**src/rtl/seqsig_pkg.sv**
```systemverilog
// Shared types and helpers for the serial pattern detector.
// No logic of its own; widths derive from the pattern and counter parameters.
package seqsig_pkg;

    typedef enum logic [1:0] {
        HUNT,
        VERIFY,
        LOCK
    } seqsig_state_t;

    // Bits needed to hold values 0..n-1, never less than one.
    function automatic int phase_w(input int n);
        return (n <= 2) ? 1 : $clog2(n);
    endfunction

endpackage

```
**src/rtl/seqsig_shift_match.sv**
```systemverilog
// PAT_LEN-bit serial shift register with equality compare against PATTERN.
// hit_o is combinational on the sample being taken; no backpressure, en_i gates shifting.
module seqsig_shift_match #(
    parameter int                 PAT_LEN = 6,
    parameter logic [PAT_LEN-1:0] PATTERN = 6'b110100
) (
    input  logic clk,
    input  logic rst,
    input  logic en_i,
    input  logic din_i,
    output logic hit_o
);

    logic [PAT_LEN-1:0] sr_q;
    logic [PAT_LEN-1:0] sr_d;

    assign sr_d  = {sr_q[PAT_LEN-2:0], din_i};
    assign hit_o = en_i && (sr_d == PATTERN);

    always_ff @(posedge clk) begin
        if (rst) begin
            sr_q <= '0;
        end else if (en_i) begin
            sr_q <= sr_d;
        end
    end

endmodule

```
**src/rtl/seqsig_detector.sv**
```systemverilog
// Finds and locks to a periodic PAT_LEN-bit pattern in a serial stream, then flags bit errors and loss of lock.
// Latency: all outputs registered, 1 cycle after the deciding en sample; no backpressure, en=0 freezes everything.
module seqsig_detector
    import seqsig_pkg::*;
#(
    parameter int                 PAT_LEN  = 6,
    parameter logic [PAT_LEN-1:0] PATTERN  = 6'b110100,
    parameter int                 LOCK_CNT = 2,
    parameter int                 LOSS_CNT = 2,
    parameter int                 ERR_W    = 8,
    localparam int                PW       = phase_w(PAT_LEN)
) (
    input  logic             clk,
    input  logic             rst,
    input  logic             en,
    input  logic             din,
    input  logic             clr_err,
    output logic             match,
    output logic             locked,
    output logic [PW-1:0]    phase,
    output logic             bit_err,
    output logic [ERR_W-1:0] err_cnt
);

    localparam int GW = phase_w(LOCK_CNT + 1);
    localparam int BW = phase_w(LOSS_CNT + 1);

    seqsig_state_t    state_q, state_d;
    logic [PW-1:0]    phase_q, phase_d, phase_inc;
    logic [GW-1:0]    good_q, good_d, good_inc;
    logic [BW-1:0]    bad_q, bad_d, bad_inc;
    logic             errd_q, errd_d;
    logic             match_q;
    logic             bit_err_q, bit_err_d;
    logic [ERR_W-1:0] err_cnt_q, err_cnt_d;
    logic [PAT_LEN-1:0] pat_rev;
    logic             hit;
    logic             mis;
    logic             wrap;

    seqsig_shift_match #(
        .PAT_LEN (PAT_LEN),
        .PATTERN (PATTERN)
    ) u_shift_match (
        .clk   (clk),
        .rst   (rst),
        .en_i  (en),
        .din_i (din),
        .hit_o (hit)
    );

    // Bit-reversed copy so phase 0 indexes the pattern MSB directly.
    for (genvar i = 0; i < PAT_LEN; i++) begin : g_rev
        assign pat_rev[i] = PATTERN[PAT_LEN-1-i];
    end

    assign mis       = en && (din != pat_rev[phase_q]);
    assign wrap      = (phase_q == PW'(PAT_LEN - 1));
    assign phase_inc = wrap ? '0 : phase_q + 1'b1;
    assign good_inc  = good_q + 1'b1;
    assign bad_inc   = bad_q + 1'b1;

    always_comb begin
        state_d   = state_q;
        phase_d   = phase_q;
        good_d    = good_q;
        bad_d     = bad_q;
        errd_d    = errd_q;
        bit_err_d = 1'b0;
        case (state_q)
            HUNT: begin
                if (hit) begin
                    state_d = (LOCK_CNT == 1) ? LOCK : VERIFY;
                    phase_d = '0;
                    good_d  = GW'(1);
                    bad_d   = '0;
                    errd_d  = 1'b0;
                end
            end
            VERIFY: begin
                if (mis) begin
                    state_d = HUNT;
                    phase_d = '0;
                    good_d  = '0;
                end else if (en) begin
                    phase_d = phase_inc;
                    if (wrap) begin
                        good_d = good_inc;
                        if (good_inc == GW'(LOCK_CNT)) begin
                            state_d = LOCK;
                        end
                    end
                end
            end
            LOCK: begin
                if (en) begin
                    bit_err_d = mis;
                    phase_d   = phase_inc;
                    errd_d    = errd_q | mis;
                    // The wrapping sample's own error belongs to the period it closes.
                    if (wrap) begin
                        errd_d = 1'b0;
                        if (errd_q || mis) begin
                            bad_d = bad_inc;
                            if (bad_inc == BW'(LOSS_CNT)) begin
                                state_d = HUNT;
                                phase_d = '0;
                                good_d  = '0;
                                bad_d   = '0;
                            end
                        end else begin
                            bad_d = '0;
                        end
                    end
                end
            end
            default: state_d = HUNT;
        endcase

        err_cnt_d = err_cnt_q;
        if (clr_err) begin
            err_cnt_d = ERR_W'(bit_err_d);
        end else if (bit_err_d && (err_cnt_q != '1)) begin
            err_cnt_d = err_cnt_q + 1'b1;
        end
    end

    always_ff @(posedge clk) begin
        if (rst) begin
            state_q   <= HUNT;
            phase_q   <= '0;
            good_q    <= '0;
            bad_q     <= '0;
            errd_q    <= 1'b0;
            match_q   <= 1'b0;
            bit_err_q <= 1'b0;
            err_cnt_q <= '0;
        end else begin
            state_q   <= state_d;
            phase_q   <= phase_d;
            good_q    <= good_d;
            bad_q     <= bad_d;
            errd_q    <= errd_d;
            match_q   <= hit;
            bit_err_q <= bit_err_d;
            err_cnt_q <= err_cnt_d;
        end
    end

    assign match   = match_q;
    assign locked  = (state_q == LOCK);
    assign phase   = phase_q;
    assign bit_err = bit_err_q;
    assign err_cnt = err_cnt_q;

endmodule

```
**config.mk**
```make
export PLATFORM = sky130hd
export DESIGN_NAME = seqsig_detector
export DESIGN_NICKNAME = d
export VERILOG_FILES = /design/src/rtl/seqsig_pkg.sv /design/src/rtl/seqsig_shift_match.sv /design/src/rtl/seqsig_detector.sv
export SDC_FILE = /design/constraint.sdc
export NUM_CORES = 1
export LEC_CHECK = 0
export ABC_AREA = 1
export CORE_MARGIN = 5
export CORE_UTILIZATION = 49
export CTS_BUF_LIST = sky130_fd_sc_hd__clkbuf_4 sky130_fd_sc_hd__clkbuf_8 sky130_fd_sc_hd__clkbuf_16
export CTS_CLUSTER_SIZE = 16
export DETAILED_ROUTE_END_ITERATION = 8
export PLACE_DENSITY = 0.7
export RECOVER_POWER = 100
export SLEW_MARGIN = 40
export SYNTH_ARGS = -nofsm -noshare
export SYNTH_HDL_FRONTEND = slang
export SYNTH_SLANG_ARGS = --single-unit
```
**constraint.sdc**
```tcl
create_clock -name clk -period 1.8 [get_ports clk]
set_input_delay 0.36 -clock clk [delete_from_list [all_inputs] [get_ports clk]]
set_output_delay 0.36 -clock clk [all_outputs]
set_load 0.01 [all_outputs]
```
**Word level (Yosys, flattened, before mapping)**

Memory sizes are Yosys's and may differ from the RTL's. A register that Yosys moved wholly into a read port is not among the register bits.
Cells that the tools add are included.

- Register bits: 25
- Bits in read-only memories: 8
- Bits of input ports: 5
- Output and inout bits: 14
- Logic and storage cells: 87
- Memories kept: 1

- Add/subtract/negate cells: 4
- $lt $le $gt $ge: 1
- Eq/ne operators: 16
- Mux-type cells: 40
- Bitwise logic cells: 1
- Reduce and logical (&&, ||, !) cells: 14

Memory list:

| name | words | bits a word | read ports | clocked after memory_dff | write ports | RTL line | source |
|---|---|---|---|---|---|---|---|
| (no name shown) | 8 | 1 | 1 | 1 | 0 | seqsig_detector.sv:57 | `assign mis = en && (din != pat_rev[phase_q]);` |

Operators by type and width:

| cell | count |
|---|---|
| two-way mux 2 bit | 17 |
| two-way mux 3 bit | 10 |
| AND reduction 8 bit | 2 |
| one-hot mux 2 bit (3 select lines) | 2 |
| != test 3 bit, second input constant | 3 |
| one-hot mux 3 bit (3 select lines) | 1 |
| adder 8 x 1 -> 8 bit, second input constant | 1 |
| two-way mux 1 bit | 8 |
| != test 8 bit, second input constant | 1 |
| AND reduction 4 bit | 2 |
| == test 2 bit, second input constant | 3 |
| == test 6 bit, second input constant | 1 |
| != test 2 x 1 -> 1 bit, second input constant | 3 |
| adder 2 x 1 -> 2 bit, second input constant | 2 |
| < comparator 3 x 4 -> 1 bit, second input constant | 1 |
| != test 2 bit, second input constant | 2 |
| one-hot mux 2 bit (2 select lines) | 1 |
| nonzero test 2 bit | 2 |
| adder 3 x 1 -> 3 bit, second input constant | 1 |
| == test 3 bit, second input constant | 1 |
| logical AND 1 bit | 3 |
| AND reduction 3 bit | 1 |
| nonzero test 3 bit | 1 |
| == test 2 x 1 -> 1 bit, second input constant | 1 |
| other kinds (6) | 6 |

**Logic depth before layout (Yosys ltp)**

Gate-level depths: netlist of run 1.

- Word-level depth: 11
- Mapped depth: 11
- Mapped depth without buffers: 10

**Cells and area by module**

From an unflattened synthesis of run 1, not the netlist that was laid out.

- Cell total of the unflattened synthesis: 205
- Area total of the unflattened synthesis: 1,443.9 sq um

By module, submodules not included:

| module | instances | cells each | area each (sq um) | seq. area each (sq um) |
|---|---|---|---|---|
| seqsig_detector | 1 | 175 | 1,239.9 | 420.4 |
| seqsig_shift_match | 1 | 30 | 203.9 | 100.1 |

**Worst setup path after synthesis of run 1**

OpenSTA, ideal clock, no wires.

- Path type: flip-flop to flip-flop
- Start point: reg state_q[0]
- End point: reg err_cnt_q[5], in the netlist err_cnt[5]
- Library setup time: 113 ps
- Data arrival time: 1,495 ps
- Data required time: 1,687 ps
- Path slack: 192 ps
- Cell stages (with the launch flop): 11
- Cell sequence: dfxtp_1 inv_1 ha_1 clkbuf_1 inv_1 nor2_1 nand2_2 nor2_2 nand2_1 nor2_1 nor2_1

- Longest elaborated chain between the ends: 3

RTL lines:

| what | RTL line | source |
|---|---|---|
| start: declaration | seqsig_detector.sv:28 | `seqsig_state_t state_q, state_d;` |
| start signal: assignment | seqsig_detector.sv:139 | `state_q <= state_d;` |
| == test 2 bit | - |  |
| via locked | seqsig_detector.sv:19 | `output logic locked,` |
| two-way mux 1 bit | seqsig_detector.sv:70 | `case (state_q)` |
| logical AND 1 bit | seqsig_detector.sv:123 | `end else if (bit_err_d && (err_cnt_q != '1)) begin` |
| end signal: assignment | seqsig_detector.sv:146 | `err_cnt_q <= err_cnt_d;` |
| end: declaration | seqsig_detector.sv:35 | `logic [ERR_W-1:0] err_cnt_q, err_cnt_d;` |

The timed path passes the listed nets, and every way through them passes these cells.
A chain may end at the register's enable or synchronous reset.

**Final worst setup path of run 1**

- Start point: reg err_cnt_q[5], in the netlist err_cnt[5]
- End point: out err_cnt[5]

RTL lines:

| what | RTL line | source |
|---|---|---|
| end: declaration | seqsig_detector.sv:22 | `output logic [ERR_W-1:0] err_cnt` |

No word-level cell between the ends.

==> summary.txt, run 1 <==
Clock tree
  – CTS tree: done
  – Worst-path clk slew: 150 ps
  – Cts bufs inserted: 3
  – Postcts setup bufs: 0
  – CTS Buffer Depth: 2
  – Clk_lat worst skew: 330 ps
  – Htree depth: 1
  – Master cell of the clock root buffer: clkbuf_4
  – Clk sinks: 26

Critical path
  – CP required: 1440 ps
  – Critical path class: reg -> out
  – Arrival @ worst endpoint: 1330 ps
  – Largest delay share family, worst path: buffers and inverters
  – CP max stage cell: dlygate4sd3_1
  – WP buf/inv: 1
  – Cells along the critical path: dlygate4sd3_1
  – Startpoint type of the worst setup path: flip-flop
  – CP peak stage delay: 620 ps
  – Worst Setup End Kind: output pin
  – Reg-to-reg slack, setup: 160 ps
  – Max FO, Critical Path: 4

Timing
  – Hold Vio Cnt, Final: 0
  – Clk_skew: 14.5 ps
  – Setup Viol. Count Final: 0
  – Slew Limit Fails: 0
  – Peak Freq: 0.591 GHz
  – Slew margin rel.: 0.783
  – Period utilisation layout: 0.940
  – RSZ-0062 raised after global routing: no
  – Setup_tns: 0 ps
  – Worst Tran Pin Value: 323 ps
  – Tmin final: 1690 ps

Route
  – Router iterations before antenna repair: 5
  – Final WL: 2930 um
  – Via count: 1,307
  – Vias/cell: 5.11
  – Final ANT Viol Nets: 0
  – Iteration-0 DRC count of the detailed router: 94
  – Avg WL per Cell: 11.5 um
  – DRC viols: 0

Yosys
  – Synth cell types: 28
  – Register bit total from synthesis: 26
  – Post-Syn Area: 1380 um2
  – Post-Syn Area per Cell: 7.13 um2
  – Top post-synthesis cells by area: dfxtp_1 38%, nand2_1 12%, inv_1 8.4%
  – Syn Nets: 206
  – Seq/Total Area, Yosys: 0.376
  – Syn Inst Count: 194
  – Yosys top cell by area: dfxtp_1
  – Yosys top cell area share: 0.376
  – Yosys warns: 0

Global routing
  – Vias in the first global route: 1,207
  – First-pass GRT wire length: 5310 um
  – Initial antenna violation count: 0
  – Largest net degree at the start of global routing: 16
  – Total global routing overflow: 0
  – Gr usage total: 0.161

Floorplan
  – Initial core utilization: 0.506
  – Number of core rows: 19
  – Core area: 2730 um2
  – Die Wd: 63.1 um
  – Die Ht: 63.1 um
  – Ports: 19
  – Die ar.: 3980 um2

Pwr
  – Sequential Power Share: 0.525
  – P_sw: 276 uW
  – Clock Power Share: 0.341
  – Leak: 0.000766 uW
  – Internal power: 886 uW
  – Switching Fraction: 0.237
  – Worst ir drop on vdd: 0.000582 V
  – Pwr per Cell Area: 672 nW/um2
  – Comb pwr share: 0.134

Layout
  – Layout fillers: 246
  – Most frequent cells in the layout: 46 x nand2_1, 32 x inv_1, 26 x dfxtp_1
  – Area delta synth->final: 25.1%
  – Nets: 238
  – Finished Core Util: 0.632
  – Layout cells sized above 1: 0.111
  – Most common cell after layout, fill and taps aside: nand2_1
  – Antenna diodes: 0

Placement
  – Hpwl dp: 2270 um
  – Placer Congestion: 0.847
  – Port bufs: 18

Status
  – Status: finished clean

Job
  – Number of max-cap violations: 0

Hold path
  – Hold Crit Class: reg -> reg
## per-layer routing
metal | part of all wire | track usage | vias to the layer above
met3 | 0.054 | 0.0373 | 4
met4 | 0.0085 | 0.0610 | 0
met2 | 0.44 | 0.232 | 44
met5 | 0 | 0 | -
met1 | 0.50 | 0.231 | 574
li1 | - | - | 685
## final cells by class
| cell class | count | area (um2) | area share |
|---|---|---|---|
| clock buffer | 3 | 22.5 | 0.0130 |
| clock inverter | 1 | 30.0 | 0.0174 |
| inverter | 32 | 120 | 0.0695 |
| multi-input combinational | 134 | 739 | 0.428 |
| sequential | 26 | 520 | 0.301 |
| tap | 31 | 38.8 | 0.0224 |
| timing repair buffer | 29 | 258 | 0.149 |
## power groups by stage
stage                     clock network [uW]  logic (uW)  registers [uW]
after global routing                     442         174             613
final                                    396         155             610
after global placement                     0         153             621
after CTS                                403         159             610
after floorplan                            0        97.4             620
after detailed placement                   0         156             622
## registers in the layout (all words and copies together), names as in the netlist, named ones only
| register | count |
|---|---|
| err_cnt | 8 |
| match | 1 |
| good_q | 2 |
| state_q | 2 |
| u_shift_match.sr_q | 5 |
| bad_q | 2 |
| phase | 3 |
| bit_err | 1 |
| errd_q | 1 |
## metrics by stage
step                      worst slack, ps  std cells  hold slack, ps  power (uW)  area [um2]
final                                 108        256             471        1160        1730
after global routing                 15.1        256             491        1230        1730
after CTS                             104        256             475        1170        1740
after detailed placement             -100        252             457         779        1680
after global placement              -83.4        252             455         773        1680
after floorplan                       192        194             439         718        1380
## final timing paths
kind	start	end	cells after the start
worst max register to register	state_q[1]	flip-flop	8
worst min-delay path	bad_q[1]	bad_q[1]	1
worst max-delay path	err_cnt[5]	err_cnt[5]	1
worst min register to register	bad_q[1]	bad_q[1]	1
## worst register-to-register path, delay by kind of cell, from the launching register on
kind                     cells  cell delay (ps)
adder cells (fa/ha/maj)      1              250
AND/OR/NAND/NOR              4              440
AO/OA/AOI/OAI                2              300
flip-flops                   1              440
buffers and inverters        1              110
## logic make-up after synthesis
| family | share of synthesized area |
|---|---|
| DFF | 0.376 |
| adders and majority gates | 0.0633 |
| buffers and inverters | 0.0923 |
| and+or+nand+nor | 0.319 |
| AOI/OAI and AO/OA | 0.148 |
## synthesized netlist by cell type, drive strengths merged
library cell,instances
o22ai,1
nand4,1
nor3,4
or2,1
nor2,22
nand3,13
inv,32
o31a,1
dfxtp,26
o2111ai,2
a211oi,1
a2bb2oi,1
a21oi,18
ha,7
nor4,1
nand3b,1
nand2,48
clkbuf,2
a21boi,1
o21ai,11
## timing repair
item / CTS / global route
setup endpoints to repair: 1 / 0
hold buffers: 0 / 0
endpoints found under the hold margin: 0 / 0
resized for setup: 3 / 0
(Power assumes the default switching activity.)
==> run 2, diff against run 1 <==
- CTS_CLUSTER_SIZE: 16 -> unset
- TNS_END_PERCENT: unset -> 20
==> results of run 2 <==
Final layout, timing and power as in run 1 (identical DEF).
==> run 3, diff against run 2 <==
--- a/config.mk
+++ b/config.mk
@@ -14,3 +14,3 @@
 export RECOVER_POWER = 100
-export SLEW_MARGIN = 40
+export SLEW_MARGIN = 0
 export SYNTH_ARGS = -nofsm -noshare
==> constraint.sdc (replaced) <==
create_clock -name clk -period 1.8 [get_ports clk]
set_input_delay 0.18 -clock clk [delete_from_list [all_inputs] [get_ports clk]]
set_output_delay 0.18 -clock clk [all_outputs]
set_load 0.01 [all_outputs]
==> run 3 against run 2 <==
Net effect: final area fell by 3.9%; via count down 2.9%; core utilization fell by 2.5 points; clock-buffer cell count unchanged; first-iteration DRC count down 40%; clock power increased by 3%; clock skew decreased by 13 ps; die area stayed put; combinational power shrank 13%; critical path depth rose by 8; worst hold slack worse by 4.3 ps; worst setup slack gained 57 ps.
==> summary.txt, run 3 (synthesis gave the netlist of run 1 again) <==
Timing
  – Hold Worst Slack: 467 ps
  – Slew Limit Fails: 0
  – Setup Viol. Count Final: 0
  – Tmin final: 1640 ps
  – Period utilisation layout: 0.909
  – Slew margin rel.: 0.700
  – Worst Tran Pin Value: 448 ps
  – Clk_skew: 1.66 ps
  – Hold Vio Cnt, Final: 0
  – Peak Freq: 0.611 GHz
  – RSZ-0062 raised after global routing: no

Critical path
  – Arrival @ worst endpoint: 1880 ps
  – CP required: 2050 ps
  – CP startpoint: state_q[0]
  – Startpoint type of the worst setup path: flip-flop
  – Cells along the critical path: inv_1, ha_4, inv_1, nor2_1, nand2_2, nor2_1, nand2_1, nand2_1, a21oi_1
  – Max FO, Critical Path: 9
  – Critical path class: reg -> reg
  – CP peak stage delay: 370 ps
  – Worst Setup End Kind: flip-flop
  – R2r startpoint: state_q[0]
  – CP max stage cell: dfxtp_1

Placement
  – Hpwl dp: 2190 um
  – Placer Congestion: 0.800
  – Port bufs: 18

Route
  – DRC viols: 0
  – Via count: 1,269
  – Iteration-0 DRC count of the detailed router: 56
  – Avg WL per Cell: 11.2 um
  – Vias/cell: 5.14
  – Final WL: 2780 um
  – Final ANT Viol Nets: 0
  – Router iterations before antenna repair: 4

Layout
  – Nets: 229
  – Finished Core Util: 0.608
  – Area of the multi-input gates: 732 um2
  – Area delta synth->final: 20.2%
  – Most common cell after layout, fill and taps aside: nand2_1
  – Max reg flops: 8
  – Layout fillers: 257
  – Layout cells sized above 1: 0.0741
  – Antenna diodes: 0
  – Sequential cell area: 520 um2
  – Most frequent cells in the layout: 46 x nand2_1, 32 x inv_1, 26 x dfxtp_1

Pwr
  – P_sw: 279 uW
  – Pwr per Cell Area: 694 nW/um2
  – Internal power: 873 uW
  – Leak: 0.000775 uW
  – Switching Fraction: 0.242
  – Sequential Power Share: 0.529
  – Worst ir drop on vdd: 0.000535 V
  – Comb pwr share: 0.118
  – Total chip power: 1150 uW
  – Clock Power Share: 0.354

Floorplan
  – Die Ht: 63.1 um
  – Number of core rows: 19
  – Core area: 2730 um2
  – Ports: 19
  – Die ar.: 3980 um2
  – Die Wd: 63.1 um
  – Initial core utilization: 0.506

Global routing
  – Gr usage total: 0.150
  – Total global routing overflow: 0
  – First-pass GRT wire length: 4880 um
  – Largest net degree at the start of global routing: 16
  – Initial antenna violation count: 0
  – Vias in the first global route: 1,114

Clock tree
  – Htree depth: 1
  – Master cell of the clock root buffer: clkbuf_4
  – Clk_lat worst skew: 330 ps
  – Clk sinks: 26
  – Cts bufs inserted: 3
  – CTS Buffer Depth: 2
  – Postcts setup bufs: 0
  – CTS tree: done
  – Worst-path clk slew: 140 ps
  – Hold Buf Count CTS: 0

Status
  – Status: finished clean

Job
  – Number of max-cap violations: 0

Hold path
  – Hold Crit Class: reg -> reg
  – Hold path startpoint: err_cnt[4]
==> run 3: layer usage <==
metal / routed length [um] / part of all wire / track usage
met5: 0 / 0 / 0
met4: 53 / 0.019 / 0.0637
met3: 108 / 0.039 / 0.0426
met2: 1240 / 0.45 / 0.226
met1: 1380 / 0.50 / 0.198
==> run 3: cell type report <==
type,count,share of cell area
clock buffer,3,0.0136
clock inverter,1,0.0181
inverter,32,0.0723
multi-input combinational,134,0.441
sequential,26,0.313
tap,31,0.0233
timing repair buffer,20,0.119
==> run 3: power groups by stage <==
stage               clock network, uW  registers [uW]  logic (uW)
floorplan                           0             620        97.4
CTS                               417             610         144
global placement                    0             621         139
finish                            408             609         135
detailed placement                  0             622         142
global route                      443             613         156
==> run 3: worst paths after layout <==
path / endpoint / slack [ps] / cells after the start
hold reg to reg: err_cnt[4] / 470 / 2
setup reg to reg: err_cnt[4] / 160 / 9
hold / removal: err_cnt[4] / 470 / 2
setup / recovery: err_cnt[4] / 160 / 9
==> run 3: worst max-delay path, delay by kind of cell, from the launching register on <==
kind                     cells  cell delay [ps]
buffers and inverters        2              250
adder cells (fa/ha/maj)      1              210
AO/OA/AOI/OAI                1               40
AND/OR/NAND/NOR              5              680
flip-flops                   1              370
==> run 3: what timing repair did <==
action / in CTS / in global routing
gates resized for setup: 3 / 1
setup endpoints to repair: 1 / 1
gates cloned: 0 / 0
==> run 3: through the flow <==
step	cells	setup TNS (ps)	setup slack (ps)	instance area, um2
final	247	0	165	1660
after global routing	247	0	33.6	1660
after CTS	247	0	50.4	1670
after detailed placement	243	-12.1	-12.1	1610
after global placement	243	0	30.8	1610
after floorplan	194	0	192	1380
